**src/rtl/map_arbiter.sv**
```systemverilog
// map_arbiter: round-robin arbiter that gives object controllers exclusive access to the map RAM.
// Define ARB_SCORE_EN to add the saturating score output.
module map_arbiter #(
  parameter int N    = 4,
  parameter int SW   = 16,
  parameter int HMAX = 15,
  parameter int VMAX = 10
) (
  input  logic            clk,
  input  logic            rst,
  input  logic [N-1:0]    req,
  input  logic [2*N-1:0]  req_type,
  input  logic [8*N-1:0]  req_content,
  input  logic [SW*N-1:0] status,
  output logic [N-1:0]    ack,
  output logic [N-1:0]    nack,
  output logic [N-1:0]    wr,
  output logic [SW*N-1:0] data_out,
  output logic [7:0]      map_addr,
  input  logic [3:0]      map_rdata,
  output logic            map_we,
  output logic [3:0]      map_wdata,
  output logic            busy
`ifdef ARB_SCORE_EN
  ,
  output logic [15:0]     score
`endif
);

  localparam int PW = (N > 1) ? $clog2(N) : 1;

  typedef enum logic [2:0] {IDLE, READ, DECIDE, CLR, SET, RESP} state_t;
  state_t st_q, st_d;

  logic [N-1:0][1:0]    rtype;
  logic [N-1:0][7:0]    rcont;
  logic [N-1:0][SW-1:0] stat_a, dout_a;
  assign rtype    = req_type;
  assign rcont    = req_content;
  assign stat_a   = status;
  assign data_out = dout_a;

  logic [PW-1:0] rr_q, k_q;
  logic [SW-1:0] stat_q;
  logic [7:0]    tgt_q;
  logic [N-1:0]  kill_q;
  logic [3:0]    setd_q;
  logic          acc_q, clr_q, setw_q, diam_q, gobk_q;

  // Round-robin search: lowest offset from the pointer wins.
  logic          gnt_vld;
  logic [PW-1:0] gnt_k, idx;
  always_comb begin
    gnt_vld = 1'b0;
    gnt_k   = '0;
    idx     = '0;
    for (int i = N - 1; i >= 0; i--) begin
      idx = PW'((int'(rr_q) + i) % N);
      if (req[idx]) begin
        gnt_vld = 1'b1;
        gnt_k   = idx;
      end
    end
  end

  logic [SW-1:0] g_stat;
  logic [7:0]    g_cont;
  logic          g_rot, g_adj, g_bad;
  logic [3:0]    cx, cy, tx, ty, dx, dy, rot_t;
  always_comb begin
    g_stat = stat_a[gnt_k];
    g_cont = rcont[gnt_k];
    g_rot  = (rtype[gnt_k] == 2'b01);
    cx     = g_stat[13:10];
    cy     = g_stat[9:6];
    tx     = g_cont[7:4];
    ty     = g_cont[3:0];
    dx     = (tx >= cx) ? tx - cx : cx - tx;
    dy     = (ty >= cy) ? ty - cy : cy - ty;
    g_adj  = (({1'b0, dx} + {1'b0, dy}) == 5'd1);
    g_bad  = (g_stat[15:14] == 2'b00) ||
             (!g_rot && ((int'(tx) > HMAX) || (int'(ty) > VMAX) || !g_adj));
    case (g_cont[1:0])
      2'd0:    rot_t = 4'd3;
      2'd1:    rot_t = 4'd4;
      2'd2:    rot_t = 4'd1;
      default: rot_t = 4'd2;
    endcase
  end

  // Bullet victim: lowest live gob standing on the target cell.
  logic          match_vld;
  logic [PW-1:0] match_j;
  always_comb begin
    match_vld = 1'b0;
    match_j   = '0;
    for (int j = N - 1; j >= 2; j--) begin
      if (stat_a[j][15:14] != 2'b00 && stat_a[j][13:6] == tgt_q) begin
        match_vld = 1'b1;
        match_j   = PW'(j);
      end
    end
  end

  logic          t_gob, t_dig, d_acc, d_die, d_kdig, d_hit;
  logic [N-1:0]  kill_d;
  always_comb begin
    t_gob  = (map_rdata >= 4'd6) && (map_rdata <= 4'd8);
    t_dig  = (map_rdata >= 4'd1) && (map_rdata <= 4'd4);
    d_acc  = 1'b0;
    d_die  = 1'b0;
    d_kdig = 1'b0;
    d_hit  = 1'b0;
    kill_d = '0;
    if (k_q == PW'(0)) begin
      d_acc = (map_rdata == 4'd0) || (map_rdata == 4'd9) || (map_rdata == 4'd15);
      d_die = t_gob;
    end else if (k_q == PW'(1)) begin
      d_acc = (map_rdata == 4'd0);
      d_hit = t_gob;
      d_die = !d_acc;
    end else begin
      d_acc  = (map_rdata == 4'd0) || t_dig;
      d_kdig = t_dig;
    end
    if (d_die)               kill_d[k_q]     = 1'b1;
    if (d_kdig)              kill_d[0]       = 1'b1;
    if (d_hit && match_vld)  kill_d[match_j] = 1'b1;
  end

  always_comb begin
    st_d = st_q;
    case (st_q)
      IDLE:   if (gnt_vld) st_d = g_bad ? RESP : (g_rot ? SET : READ);
      READ:   st_d = DECIDE;
      DECIDE: st_d = CLR;
      CLR:    st_d = SET;
      SET:    st_d = RESP;
      RESP:   st_d = IDLE;
      default: st_d = IDLE;
    endcase
  end

  always_ff @(posedge clk) begin
    if (rst) begin
      st_q   <= IDLE;
      rr_q   <= '0;
      k_q    <= '0;
      stat_q <= '0;
      tgt_q  <= '0;
      kill_q <= '0;
      setd_q <= '0;
      acc_q  <= 1'b0;
      clr_q  <= 1'b0;
      setw_q <= 1'b0;
      diam_q <= 1'b0;
      gobk_q <= 1'b0;
    end else begin
      st_q <= st_d;
      case (st_q)
        IDLE: if (gnt_vld) begin
          k_q    <= gnt_k;
          rr_q   <= (int'(gnt_k) == N - 1) ? '0 : gnt_k + PW'(1);
          stat_q <= g_stat;
          tgt_q  <= g_rot ? g_stat[13:6] : g_cont;
          acc_q  <= g_rot && !g_bad;
          kill_q <= '0;
          clr_q  <= 1'b0;
          setw_q <= g_rot && !g_bad && (gnt_k == PW'(0));
          setd_q <= rot_t;
          diam_q <= 1'b0;
          gobk_q <= 1'b0;
        end
        DECIDE: begin
          acc_q  <= d_acc;
          kill_q <= kill_d;
          clr_q  <= d_acc || d_die;
          setw_q <= d_acc || d_hit;
          setd_q <= d_acc ? stat_q[3:0] : 4'd0;
          diam_q <= (k_q == PW'(0)) && (map_rdata == 4'd9);
          gobk_q <= d_hit && match_vld;
        end
        default: ;
      endcase
    end
  end

  always_comb begin
    ack       = '0;
    nack      = '0;
    wr        = '0;
    map_addr  = '0;
    map_we    = 1'b0;
    map_wdata = '0;
    busy      = (st_q != IDLE);
    case (st_q)
      READ: map_addr = tgt_q;
      CLR: begin
        map_addr = stat_q[13:6];
        map_we   = clr_q;
      end
      SET: begin
        map_addr  = tgt_q;
        map_we    = setw_q;
        map_wdata = setd_q;
      end
      RESP: begin
        ack[k_q]  = acc_q;
        nack[k_q] = !acc_q;
        wr        = kill_q;
      end
      default: ;
    endcase
  end

  // Killed objects get their status back with exist cleared.
  always_comb begin
    dout_a = '0;
    for (int j = 0; j < N; j++)
      if (wr[j]) dout_a[j] = {2'b00, stat_a[j][SW-3:0]};
  end

  logic unused_bits;
  assign unused_bits = ^{stat_q[15:14], stat_q[5:4]};

`ifdef ARB_SCORE_EN
  logic [15:0] score_q;
  logic [16:0] score_sum;
  assign score_sum = {1'b0, score_q} + (diam_q ? 17'd25 : 17'd0) + (gobk_q ? 17'd250 : 17'd0);
  always_ff @(posedge clk) begin
    if (rst)                score_q <= '0;
    else if (st_q == RESP)  score_q <= score_sum[16] ? 16'hFFFF : score_sum[15:0];
  end
  assign score = score_q;
`else
  logic unused_score;
  assign unused_score = diam_q ^ gobk_q;
`endif

endmodule

```
**config.mk**
```make
export PLATFORM = sky130hd
export DESIGN_NAME = map_arbiter
export DESIGN_NICKNAME = d
export VERILOG_FILES = /design/src/rtl/map_arbiter.sv
export SDC_FILE = /design/constraint.sdc
export NUM_CORES = 1
export LEC_CHECK = 0
export ABC_CLOCK_PERIOD_IN_PS = 4900
export CAP_MARGIN = 20
export CORE_MARGIN = 2
export CORE_UTILIZATION = 37
export CTS_CLUSTER_DIAMETER = 120
export DETAILED_ROUTE_END_ITERATION = 8
export PLACE_DENSITY = 0.77
export SLEW_MARGIN = 10
export SYNTH_ARGS = -nofsm -noshare
export SYNTH_HDL_FRONTEND = slang
export SYNTH_SLANG_ARGS = --single-unit
```
**constraint.sdc**
```tcl
create_clock -name clk -period 4.9 [get_ports clk]
set_clock_uncertainty 0.15 [all_clocks]
set_input_delay 0.98 -clock clk [delete_from_list [all_inputs] [get_ports clk]]
set_output_delay 0.98 -clock clk [all_outputs]
set_load 0.01 [all_outputs]
```
**Word-level counts from Yosys, hierarchy flattened**

Cells that the tools add are included.

- Bits in registers: 40
- Input bits: 114
- Output and inout bits: 90
- Word-level logic and storage cells: 160

- Add/sub/neg operators: 9
- Order comparisons: 16
- Equal/unequal tests: 16
- Multiplexer cells: 71
- Bitwise logic cells: 3
- Reductions and logical operators: 35

Operator list:

| operator | count |
|---|---|
| 2-to-1 mux 14 bit | 4 |
| 2-to-1 mux 4 bit | 11 |
| binary-select mux 16 bit (select 2 bit) | 1 |
| 2-to-1 mux 1 bit | 24 |
| < comparator 2 x 3 -> 1 bit, second input constant | 7 |
| binary-select mux 8 bit (select 2 bit) | 1 |
| equality test 8 bit | 2 |
| 2-to-1 mux 16 bit | 1 |
| 2-to-1 mux 2 bit | 8 |
| 2-to-1 mux 8 bit | 2 |
| one-hot mux 4 bit (2 select lines) | 2 |
| one-hot mux 8 bit (2 select lines) | 1 |
| subtractor 4 bit | 4 |
| one-hot mux 3 bit (5 select lines) | 1 |
| logical AND 1 bit | 10 |
| 2-to-1 mux 3 bit | 3 |
| one-hot mux 3 bit (3 select lines) | 1 |
| bitwise AND 4 bit | 2 |
| binary-select mux 1 bit (select 2 bit) | 4 |
| equality test 2 x 1 -> 1 bit, second input constant | 4 |
| equality test 4 bit, second input constant | 2 |
| >= comparator 4 bit | 2 |
| logical NOT 2 bit | 4 |
| one-hot mux 1 bit (2 select lines) | 4 |
| other kinds (26) | 45 |

**Logic depth before layout (Yosys ltp)**

Gate-level depths: netlist (run 1).

- Word-level depth: 22
- Depth in mapped cells: 21
- Mapped depth without buffers: 20

**Worst setup path before layout (run 1)**

Ideal clock, no wire load.

- Path kind: input to register
- Start point: input req[0]
- End point: register st_q[2]
- Library setup time: 0.133 ns
- Arrival: 4.768 ns
- Data required time: 4.617 ns
- Path slack: -0.151 ns
- Cell stages on the path: 19
- Buffers on the path: 1
- Cell sequence: and2_4 and2_4 nor3_4 inv_2 buf_6 mux2i_1 mux2i_1 inv_1 ha_1 nand2_1 nand2_1 a21o_1 a21oi_1 mux2i_1 fa_1 nor4b_1 nand4_1 nor3b_1 o32ai_1

- Word-level cells in the longest chain between the ends: 19
- Elaborated cells on any way between the ends: 45
- Classes of those cells: add/sub (5); order compare (3); eq/ne (3); mux (28); reduce/logical (6)

Ends and longest elaborated chain:

| item | line | text |
|---|---|---|
| start: declaration | 11 | `input logic [N-1:0] req,` |
| binary-select mux 1 bit (select 2 bit) | 59 | `if (req[idx]) begin` |
| 2-to-1 mux 1 bit (implied by the code) | 59 |  |
| 2-to-1 mux 2 bit (3 in series) | 59 |  |
| 2-to-1 mux 2 bit (*) | 59 |  |
| binary-select mux 16 bit (select 2 bit) (*) | 71 | `g_stat = stat_a[gnt_k];` |
| 2-to-1 mux 16 bit (implied by the code) (*) | 71 |  |
| net g_stat[11] | 66 | `logic [SW-1:0] g_stat;` |
| subtractor 4 bit or >= comparator 4 bit (tied branches) | 78 | `dx = (tx >= cx) ? tx - cx : cx - tx;` |
| 2-to-1 mux 4 bit (*) | 78 |  |
| adder 4 x 4 -> 5 bit (*) | 80 | `g_adj = (({1'b0, dx} + {1'b0, dy}) == 5'd1);` |
| equality test 5 x 1 -> 1 bit (*) | 80 |  |
| logical NOT 1 bit (*) | 82 | `(!g_rot && ((int'(tx) > HMAX) \|\| (int'(ty) > VMAX) \|\| !g_adj));` |
| logical OR 1 bit (*) | 82 |  |
| logical AND 1 bit (*) | 82 |  |
| logical OR 1 bit (*) | 81 | `g_bad = (g_stat[15:14] == 2'b00) \|\|` |
| 2-to-1 mux 3 bit (*) (2 in series) | 134 | `IDLE: if (gnt_vld) st_d = g_bad ? RESP : (g_rot ? SET : READ);` |
| one-hot mux 3 bit (5 select lines) (*) | 133 | `case (st_q)` |
| end signal: assignment | 159 | `st_q <= st_d;` |
| end: declaration | 33 | `state_t st_q, st_d;` |

The timed path passes the listed nets; every way through them passes the cells marked *. The select of a mux whose other input is x is not followed.
A chain may end at the register's enable or synchronous reset.

**Worst setup path in the final report (run 1)**

Ends and elaborated chain as after synthesis.

==> key figures, run 1 <==
Yosys
  – Register area share after synthesis: 18.9%
  – Top area cells in the synthesized netlist: dfxtp_1 (19%), mux2i_1 (15%), and3_1 (8.7%), ha_1 (6.5%), a21oi_1 (3.9%)
  – Distinct cells, synth: 54
  – Avg Inst Size Synth: ~7.9 sq um
  – Synth top area share: 18.9%
  – Async S/R FF share, synth: 0%
  – Post-synth top flop: dfxtp_1
  – Post-Syn Instances: approximately 500
  – Synthesis Warnings: 0
  – Post-synth EDFFs: 0
  – Synth area leader: dfxtp_1
  – Synthesis-stage register bit count: 38
  – Syn Std Cell Area: ~4000 sq um

Placement
  – GP Congestion: approximately 0.93
  – Placed Cells: about 870
  – Hpwl dp: 11800 microns
  – PortBufs: between 150 and 200
  – Area post-placement: 6420 sq um

Worst setup path
  – CP Launch Type: input pin
  – Worst-path maximum fanout: 6
  – Critical path origin: req[0]
  – Worst Setup End Kind: flip-flop
  – Worst-path cell chain: dlygate4sd2_1 > and2_4 > and2_4 > nor3_4 > buf_12 > buf_4 > mux2i_1 > mux2i_2 > buf_4 > ha_4 > fa_2 > nand2_1 > a21o_1 > a21oi_4 > buf_6 > nor3_4 > a21oi_2 > xor2_1 > ha_2 > nor4b_4 > nand4_1 > nor3b_2 > o32ai_1
  – R2R Path Start: rr_q[1]$_SDFFE_PP0P_
  – CP peak stage delay: 0.34 ns
  – Setup CP Type: in2reg
  – WP data arrival: 4.71 ns
  – Crit-path slowest cell: fa_2
  – Crit path required time: between 4 and 5 ns

Pwr
  – Pint: approximately 1.9 mW
  – Switching part of the total: 43.9%
  – Seq pwr share: between 10% and 20%
  – Leakage: 2.99 nW
  – P_sw: 1.49 mW
  – Power Density: between 400 and 500 nW/um^2
  – Max IR drop VDD: approximately 0.36 mV
  – Comb pwr share: 76.5%
  – Clock power share: 7.5%

STA
  – Final Max Tran Viols: 0
  – Hold_ws: a little over 0.3 ns
  – Tightest Pin Transition: 1.05 ns
  – Post-route clock period utilization: 96.4%
  – Fin. Hold Viols: 0
  – Slew headroom: between 30% and 40%
  – Achievable Freq: 212 MHz
  – Final Critical Period: 4.72 ns
  – Setup violations, final: 0

Route
  – WL/cell: 17.2 microns
  – Vias post-DR: between 4000 and 5000
  – 1st-iter DRT viols: 277
  – Post-Route WL: 15300 microns
  – # DRC: 0
  – Post-route ant nets: 0
  – Drt pass-1 iters: 5
  – Vias/cell: 5.26

Cells and area
  – Layout cells sized above 1: roughly 17%
  – Area Growth Syn to Fin: 71.3%
  – Fin cells: 892
  – Diodes inserted: 0
  – Final Instance Area: between 6000 and 7000 sq um
  – Final net count: between 800 and 900
  – Fillcell total: 889

Floorplan
  – Die X: between 100 and 150 microns
  – Initial core utilization: 37.5%
  – Die height: approximately 110 microns
  – Rows: 38
  – Core area: 10700 sq um
  – Die ar.: about 12000 sq um
  – IO Pins: 204

GRT
  – Vias in the first global route: 4601
  – Largest net degree at the start of global routing: 62
  – First-pass GRT wire length: between 20000 and 25000 microns
  – Grt total ovfl: 0
  – Total track usage: 25.1%
  – Antenna violations before repair: 0

Clocking
  – Clock transition at path regs: 0.07 ns
  – H-tree Lvls: 2
  – Clock sink count: 38
  – Worst-Skew Late Latency: 0.29 ns
  – CTS Buffer Depth: 2
  – Root Driver: clkbuf_8
  – CTS tree: built
  – CTS Buf Count: 5

Worst hold path
  – Min-Delay Path Class: reg2reg
  – Hold path startpoint: stat_q[12]$_SDFFE_PP0P_

Job
  – Max-cap viol count: 0

Run status
  – Status: completed
## per-stage QoR
stage	setup WS, ns	power, mW	util, %	setup TNS [ns]
2_1_floorplan	0.00413	1.85	-	0
3_3_place_gp	-0.424	2.61	60.1	-0.424
3_5_place_dp	-0.536	2.66	60.1	-0.536
4_1_cts	0.0164	3.08	62.1	0
5_1_grt	-0.0320	3.65	64.3	-0.0320
6_report	0.177	3.39	64.3	0
## critical path, delay by kind of cell
kind            cells  cell delay, ns
fa+ha+maj           3            0.70
buf+inv             5            0.84
simple gates        8            1.31
xor+xnor            1            0.15
compound gates      4            0.34
mux                 2            0.36
## registers in the layout, indices dropped and copies added (netlist names)
| register | count |
|---|---|
| tgt_q | 8 |
| setw_q | 1 |
| st_q | 3 |
| clr_q | 1 |
| acc_q | 1 |
| setd_q | 4 |
| stat_q | 12 |
| k_q | 2 |
| kill_q | 4 |
| rr_q | 2 |
## area by class of cell
| type | instances | area (sq um) | share of cell area [%] |
|---|---|---|---|
| Multi-Input combinational cell | 418 | 3200 | 46.5 |
| Sequential cell | 38 | 761 | 11.1 |
| Tap cell | 140 | 175 | 2.55 |
| Clock buffer | 8 | 110 | 1.60 |
| Timing Repair Buffer | 266 | 2550 | 37.1 |
| Inverter | 22 | 85.1 | 1.24 |
## power by group through the flow
stage	logic, mW	clock network, mW	registers, mW
3_5_place_dp	2.11	0	0.546
3_3_place_gp	2.07	0	0.539
2_1_floorplan	1.38	0	0.478
5_1_grt	2.83	0.264	0.556
4_1_cts	2.29	0.251	0.539
6_report	2.59	0.253	0.543
## routing by layer
metal | vias to the layer above | GRT usage, % | share of wire (%)
met5 | - | 0 | 0
met1 | 2205 | 30.4 | 40
li1 | 2286 | - | -
met4 | 0 | 7.05 | 2.5
met2 | 172 | 46.4 | 51
met3 | 29 | 3.19 | 6.1
## synthesized netlist by cell type, types with 2 or more instances
library cell	n
a22o_1	8
nor2_1	37
a22oi_1	4
and3_1	56
ha_1	21
nand2_1	40
mux2i_1	62
nor3_1	15
o21a_1	4
buf_2	2
and2_4	2
a211oi_1	12
a21o_1	4
dfxtp_1	38
nand3b_1	2
inv_2	2
buf_6	3
o211ai_1	5
xor2_1	9
fa_1	5
a21oi_1	31
nand2b_1	8
nand4_1	3
nor4_1	3
inv_1	20
mux2_2	11
o21ai_0	6
nor2b_1	8
xnor2_1	14
nor3b_1	3
clkbuf_1	25
a31oi_1	2
and2_1	9
buf_4	9
nand3_1	9
## layout by cell type, fill, tap and decap left out, types with 4 or more instances in the layout
cell type        netlist  layout
a21oi_2                0       4
and2_1                 9       8
mux2_2                11      11
clkdlybuf4s50_1        0     191
clkbuf_8               0       8
a22o_1                 8       8
mux2i_4                0       5
a21oi_1               31      26
ha_1                  21      17
o21a_1                 4       4
xnor2_1               14      14
nor3_1                15      13
and3_1                56      56
buf_12                 0       4
inv_1                 20      20
nor2b_1                8       8
a22oi_1                4       4
dfxtp_1               38      38
nand2_1               40      40
mux2i_1               62      50
nor2_1                37      36
a211oi_1              12      12
o21ai_0                6       5
conb_1                 1       8
mux2i_2                0       7
nand2b_1               8       7
xor2_1                 9       9
buf_4                  9      64
a21o_1                 4       4
nand3_1                9       9
o211ai_1               5       5
## repair_timing
item                       in CTS  in global routing
pin swaps                       3                 13
setup endpoints to repair       1                  1
gates cloned                    0                  0
hold buffers                    0                  0
gates resized for setup        15                 36
setup buffers                   9                  7
## worst paths after layout
path | end | slack [ns] | depth (start not counted)
worst max-delay path | st_q[2]$_SDFFE_PP0P_ | 0.18 | 23
worst min-delay path | stat_q[12]$_SDFFE_PP0P_ | 0.31 | 2
worst max register to register | st_q[2]$_SDFFE_PP0P_ | 0.69 | 22
worst min register to register | stat_q[12]$_SDFFE_PP0P_ | 0.31 | 2
## cells by family after synthesis
kind of cell / synth area share, %
AOI/OAI and AO/OA: 14.6
adders and majority gates: 9.04
xor gates and xnor gates: 5.02
other: 0.0934
and+or+nand+nor: 26.6
muxes: 18.5
buffers and inverters: 7.26
DFF: 18.9
Power figures use the tool's default switching activity.
==> run 2: changes to the inputs <==
ABC_AREA = 1   (was unset)
CORE_UTILIZATION = 40   (was 37)
DONT_BUFFER_PORTS = 1   (was unset)
PLACE_DENSITY = 0.55   (was 0.77)
==> run 2 against run 1 <==
Compared with the run above: setup slack improved by 0.16 ns; worst hold slack improved by 0.0017 ns; utilization fell by 15 points; non-clock buffer count fell by 205; critical endpoint unchanged.
==> key figures, run 2 <==
Floorplan
  – IO Pins: 204 (unchanged)
  – Initial core utilization: 40.9% (+3.4 points)
  – Die height: 106 microns (-1.7%)
  – Die ar.: 11300 sq um (-3.4%)
  – Core area: 10200 sq um (-4.4%)
  – Die X: 106 microns (-1.7%)
  – Rows: 37 (-2.6%)

STA
  – Final Critical Period: 4.56 ns (-0.162 ns)
  – Post-route clock period utilization: 93.1% (-3.3 points)
  – Setup violations, final: 0 (unchanged)
  – Slew headroom: 45.6% (+16 points)
  – Hold_ws: 0.310 ns (+0.00169 ns)
  – Final Max Tran Viols: 0 (unchanged)
  – Tightest Pin Transition: 0.810 ns (-0.237 ns)
  – Fin. Hold Viols: 0 (unchanged)
  – Achievable Freq: 219 MHz (+3.5%)

Worst setup path
  – FF-to-FF setup slack: 0.41 ns (-0.28 ns)
  – CP Launch Type: input pin
  – R2R depth: 29 (+32%)
  – R2R Path Start: rr_q[1]$_SDFFE_PP0P_
  – Kind of cell adding the most delay to the critical path: simple AND/OR/NAND/NOR gates
  – Worst-path maximum fanout: 7 (+1)
  – Crit path required time: 4.91 ns (+0.02 ns)
  – Crit-path most repeated cell: nand2_2
  – Worst Setup End Kind: flip-flop
  – Setup CP Type: in2reg
  – WP data arrival: 4.57 ns (-0.14 ns)
  – Crit-path slowest cell: fa_1
  – CP peak stage delay: 0.44 ns (+0.10 ns)
  – Worst flop-to-flop path endpoint: st_q[2]$_SDFFE_PP0P_
  – Crit path buffers/inverters: 3 (-2)

Clocking
  – CTS Buffer Depth: 2 (unchanged)
  – Root Driver: clkbuf_8
  – H-tree Lvls: 2 (unchanged)
  – Hold-fix buffer count after cts: 0 (unchanged)
  – CTS tree: built
  – Worst-Skew Late Latency: 0.29 ns (about the same)
  – Clock sink count: 38 (unchanged)
  – CTS Buf Count: 5 (unchanged)
  – Clock transition at path regs: 0.07 ns (about the same)

Yosys
  – Synth top area share: 18.2% (-0.77 points)
  – Top area cells in the synthesized netlist: dfxtp_1 (18%), inv_1 (13%), nand2_1 (12%), nor2_1 (11%), ha_1 (6.3%)
  – Async S/R FF share, synth: 0% (unchanged)
  – Register area share after synthesis: 18.2% (-0.77 points)
  – Synthesis Warnings: 0 (unchanged)
  – Post-synth EDFFs: 0 (unchanged)
  – Synthesis-stage register bit count: 38 (unchanged)
  – Distinct cells, synth: 40 (-26%)
  – Post-Syn Instances: 732 (+43%)
  – Post-synth top flop: dfxtp_1
  – Count leader, synth: inv_1
  – Avg Inst Size Synth: 5.72 sq um (-27%)
  – Synth area leader: dfxtp_1
  – Most frequent cells after synthesis: inv_1 (150), nand2_1 (137), nor2_1 (118)
  – Syn Std Cell Area: 4190 sq um (+4.2%)

Job
  – Max-cap viol count: 0 (unchanged)

GRT
  – Total track usage: 23.9% (-1.2 points)
  – Vias in the first global route: 4298 (-6.6%)
  – Grt total ovfl: 0 (unchanged)
  – Antenna violations before repair: 0 (unchanged)
  – First-pass GRT wire length: 21300 microns (-8.5%)
  – Largest net degree at the start of global routing: 46 (-26%)

Cells and area
  – Fin cells: 912 (+2.2%)
  – Largest regs: stat_q: 12 flops, tgt_q: 8 flops
  – Most flops, register: stat_q
  – Post-Route Utilization: 49.2% (-15 points)
  – Fillcell total: 1083 (+22%)
  – Most common cell after layout, fill and taps aside: inv_1
  – Multi-input combinational cell area: 2860 sq um (-10%)
  – Area Growth Syn to Fin: 20.4%
  – Diodes inserted: 0 (unchanged)
  – FF/Latch Area: 762 sq um (+0.16%)
  – Largest register FFs: 12 (unchanged)
  – Commonest cells after routing, fill and taps aside: inv_1 (148), nand2_1 (126), nor2_1 (118), buf_4 (53), a21oi_1 (46)
  – Final net count: 915 (+2.7%)
  – Layout cells sized above 1: 16.5% (-0.93 points)

Worst hold path
  – Hold Path End: setd_q[3]$_SDFFE_PP0P_
  – Hold depth: 2 (unchanged)
  – Min-Delay Path Class: reg2reg
  – Hold path startpoint: setd_q[3]$_SDFFE_PP0P_

Route
  – 1st-iter DRT viols: 242 (-13%)
  – # DRC: 0 (unchanged)
  – Post-Route WL: 14400 microns (-5.8%)
  – Vias/cell: 5.03 (-4.3%)
  – Drt pass-1 iters: 4 (-1)
  – Post-route ant nets: 0 (unchanged)
  – Vias post-DR: 4590 (-2.2%)
  – WL/cell: 15.8 microns (-7.9%)

Run status
  – Status: completed

Placement
  – Hpwl dp: 11600 microns (-1.7%)
  – GP Congestion: 0.884 (-4.6%)
  – PortBufs: 0 (-100%)
  – Placed Cells: 892 (+2.8%)
[run 2: metrics by stage]
step | TNS (ns) | setup WS, ns | cell area [sq um]
after floorplan | 0 | 0.0424 | 4210
after global placement | -0.0518 | -0.0518 | 4590
after detailed placement | -0.131 | -0.131 | 4590
after CTS | 0 | 0.155 | 4680
after global routing | -0.0642 | -0.0642 | 5040
final | 0 | 0.339 | 5040
[run 2: metal layers]
| layer | routed length [microns] | vias to the layer above | share of wire, % | global-route usage (%) |
|---|---|---|---|---|
| met4 | 191 | 0 | 1.3 | 4.14 |
| met2 | 7190 | 163 | 50 | 43.2 |
| met1 | 6110 | 2055 | 42 | 30.0 |
| met3 | 925 | 13 | 6.4 | 4.11 |
| met5 | 0 | - | 0 | 0 |
| li1 | - | 2359 | - | - |
[run 2: how the worst max path moves through the flow]
stage	startpoint	endpoint	slack [ns]	cells past startpoint
global placement	req[1]	st_q[2]$_SDFFE_PP0P_	-0.05	28
CTS	req[3]	st_q[2]$_SDFFE_PP0P_	0.16	27
finish	req[2]	st_q[2]$_SDFFE_PP0P_	0.34	27
detailed placement	req[3]	st_q[2]$_SDFFE_PP0P_	-0.13	29
global route	req[2]	st_q[2]$_SDFFE_PP0P_	-0.06	30
floorplan	req[1]	st_q[2]$_SDFFE_PP0P_	0.04	28
[run 2: cell families (layout without fill, tap and decap cells)]
group | count (synthesis) | in the layout | share of synthesized area, %
simple gates | 309 | 309 | 30.4
flops | 38 | 38 | 18.2
xor+xnor | 12 | 12 | 2.51
fa+ha+maj | 26 | 26 | 8.67
mux | 4 | 4 | 0.957
compound gates | 147 | 147 | 20.1
buf+inv | 195 | 232 | 19.1
other cells | 1 | 8 | 0.0896
[run 2: final cells by class]
cell class	count	area share (%)
sequential	38	15.1
timing repair buffer	61	10.6
inverter	163	12.3
multi-input combinational	506	56.8
clock inverter	1	0.0993
tap	136	3.38
clock buffer	7	1.71
[run 2: repair_timing]
| action | 4_1_cts | 5_1_grt |
|---|---|---|
| endpoints found under the setup margin | 0 | 1 |
| hold endpoints to repair | 0 | 0 |
| setup buffers | 0 | 10 |
| resized for setup | 0 | 57 |
[run 2: worst reg2reg max path, delay by kind of cell (launching register included)]
kind,cells,cell delay (ns)
flops,1,0.44
compound gates,7,0.83
simple gates,14,1.31
fa+ha+maj,2,0.70
buf+inv,5,0.65
mux,1,0.26
Power of run 2 is not shown: default switching activity piles up to over one toggle a cycle in this logic, so the estimate is an artifact.
==> run 3: changes to the inputs <==
--- a/constraint.sdc
+++ b/constraint.sdc
@@ -3,3 +3,3 @@
 set_input_delay 0.98 -clock clk [delete_from_list [all_inputs] [get_ports clk]]
 set_output_delay 0.98 -clock clk [all_outputs]
-set_load 0.01 [all_outputs]
+set_load 0.005 [all_outputs]
==> results of run 3 <==
Same layout as run 2: the final DEF is identical, and so are final timing and power.
Power of run 3 is left out for the same reason.
==> RTL edit, RTL diff (flow settings as in run 2) <==
Add a define of `ARB_SCORE_EN`.
--- a/src/rtl/map_arbiter.sv
+++ b/src/rtl/map_arbiter.sv
@@ -1,4 +1,6 @@
 // map_arbiter: round-robin arbiter that gives object controllers exclusive access to the map RAM.
 // Define ARB_SCORE_EN to add the saturating score output.
+`define ARB_SCORE_EN
+
 module map_arbiter #(
   parameter int N    = 4,
Formal check against the unedited RTL (old outputs only; new: score): same outputs for any inputs over 4 cycles, from zero or initial values and one cycle with rst high; that may be too few to reach the edited logic, so the function may still have changed.
==> RTL edit against run 2 <==
Worst setup slack worse by 250 ps; utilization is 1.1 points lower; sequential cell count increased by 18; design area up 28%; via count grew 23%; count of clock-buffer cells in the layout down 2; wire length increased by 22%; final cell count grew 22%; synthesized area rose by 31%; critical path type unchanged.
==> RTL edit: results (changes against run 2) <==
[power_and_ir_drop]
p_leak_nw = 3.32
vdd_drop_max_v = 0.000884

[final_layout]
filler_cell_count = 1453  ; was 1083
layout.nets = 1097  ; was 915
largest_reg_flops = 16  ; was 12
seqCellArea_um2 = 1120  ; was 762 um^2
drive_gt1_frac = 0.157  ; was 0.165

[place]
detailed_place.area_um2 = 6010  ; was 4590 um^2
hpwl_mm = 13.7  ; was 11.6 mm
gp_congestion = 0.905  ; was 0.884
io_buffer_count = 0  ; unchanged

[setup_path]
cp-startpoint = req[1]  ; was req[2]
path_max_fanout = 7  ; unchanged
arrival_ps = 4840  ; was 4570 ps
r2r_slack_ps = 230  ; was 410 ps
worstReg2RegStart = rr_q[0]  ; was rr_q[1]
cp_slowest_stage_delay_ps = 470  ; was 440 ps
cp-endpoint = st_q[2]  ; unchanged
r2r_cells = 28  ; was 29

[drt]
drtIter0Drc = 291  ; was 242
num_vias = 5652  ; was 4590
drt-met1-wl_mm = 7.55  ; was 6.11 mm
dr.pass1.iters = 5  ; was 4
totalWireLength_mm = 17.5  ; was 14.4 mm
route.met3.wl_mm = 1.03  ; was 925 um
highest_layer = met4  ; unchanged
wl_met2_mm = 8.47  ; was 7.19 mm

[grt]
grtUsageTotal = 0.225  ; was 0.239
grt_max_degree = 35  ; was 46
grt_pass1_wl_mm = 25.7  ; was 21.3 mm
antenna_found_initial = 0  ; unchanged
grt_pass1_vias = 5081  ; was 4298

[outcome]
status = complete, no violations  ; unchanged

[clocking]
h-tree-depth = 2  ; unchanged
numCtsBuffers = 5  ; unchanged
root_buffer = clkbuf_16  ; was clkbuf_8
clk_pin_slew_ps = 70  ; about the same
clk_latency_ps = 300

[yosys]
synth.area.top_cells = dfxtp_1, inv_1, nand2_1  ; unchanged
synthDistinctLibCells = 45  ; was 40
seq_area_frac_synth = 0.204  ; was 0.182
async_reset_ff_frac = 0  ; unchanged
yosysWarnings = 0  ; unchanged
synth_common_cells = inv_1, nand2_1, nor2_1, a21oi_1, dfxtp_1  ; unchanged
synth_ff_type = dfxtp_1  ; unchanged

[timing]
worst_slew_pin_slew_ps = 802  ; was 810 ps
whs_ps = 308  ; was 310 ps

## RTL edit: cell types whose count changed after synthesis, sizes merged, moves of 9 or more
cell and change:
inv +25, dfxtp +18, nand2 +15, nand3 +15, ha +14, o211ai +11, a21oi +9, o21ai +9
## RTL edit: how the worst min path moves through the flow
stage / start / endpoint / cells after the start
2_1_floorplan: setd_q[3] / setd_q[3] / 2
3_3_place_gp: kill_q[1] / kill_q[1] / 2
3_5_place_dp: kill_q[0] / kill_q[0] / 2
4_1_cts: kill_q[0] / kill_q[0] / 2
5_1_grt: setd_q[3] / setd_q[3] / 2
6_report: kill_q[0] / kill_q[0] / 2
## RTL edit: timing repair
action / CTS / global route
resized for setup: 0 / 31
setup endpoints to repair: 0 / 1
buffers inserted: 0 / 16
endpoints found under the hold margin: 0 / 0
## RTL edit: cells by family (layout without fill, tap and decap cells)
group,count (synthesis),in the layout,share of synthesized area
simple gates,347,347,0.275
buf+inv,225,276,0.175
compound gates,190,190,0.204
flops,56,56,0.204
fa+ha+maj,43,43,0.109
xor+xnor,17,17,0.0271
mux,3,3,0.00547
other cells,1,8,0.000683
## RTL edit: report_power, final
part           internal (mW)  switching [mW]  leakage, nW  total, mW
Combinational           2.63            2.98         2.80       5.61
Clock                  0.186           0.172       0.0657      0.358
Sequential             0.576           0.103        0.460      0.679
Total                   3.39            3.26         3.32       6.64
## RTL edit: layer usage
metal | vias up | track usage
met2 | 186 | 0.385
met4 | 0 | 0.0790
met3 | 25 | 0.0517
met1 | 2527 | 0.278
met5 | - | 0
li1 | 2914 | -
## RTL edit: cell type report
class,count,share of cell area
inverters,188,0.111
flip-flops and latches,56,0.175
repair buffers,81,0.108
clock buffers,5,0.0195
well taps,176,0.0343
clock inverters,2,0.00195
multi-input cells,608,0.551
## RTL edit: critical path: cells and delay by family
| kind | cells | cell delay [ps] |
|---|---|---|
| and+or+nand+nor | 12 | 1220 |
| buffers and inverters | 3 | 370 |
| muxes | 1 | 280 |
| adders and majority gates | 3 | 1060 |
| AOI/OAI and AO/OA | 7 | 930 |
## RTL edit: through the flow
step / cells / setup WS, ps
after floorplan: 889 / 10.6
final: 1116 / 93.9
after detailed placement: 1091 / -220
after global placement: 1091 / -178
after global routing: 1116 / -232
after CTS: 1098 / 87.5
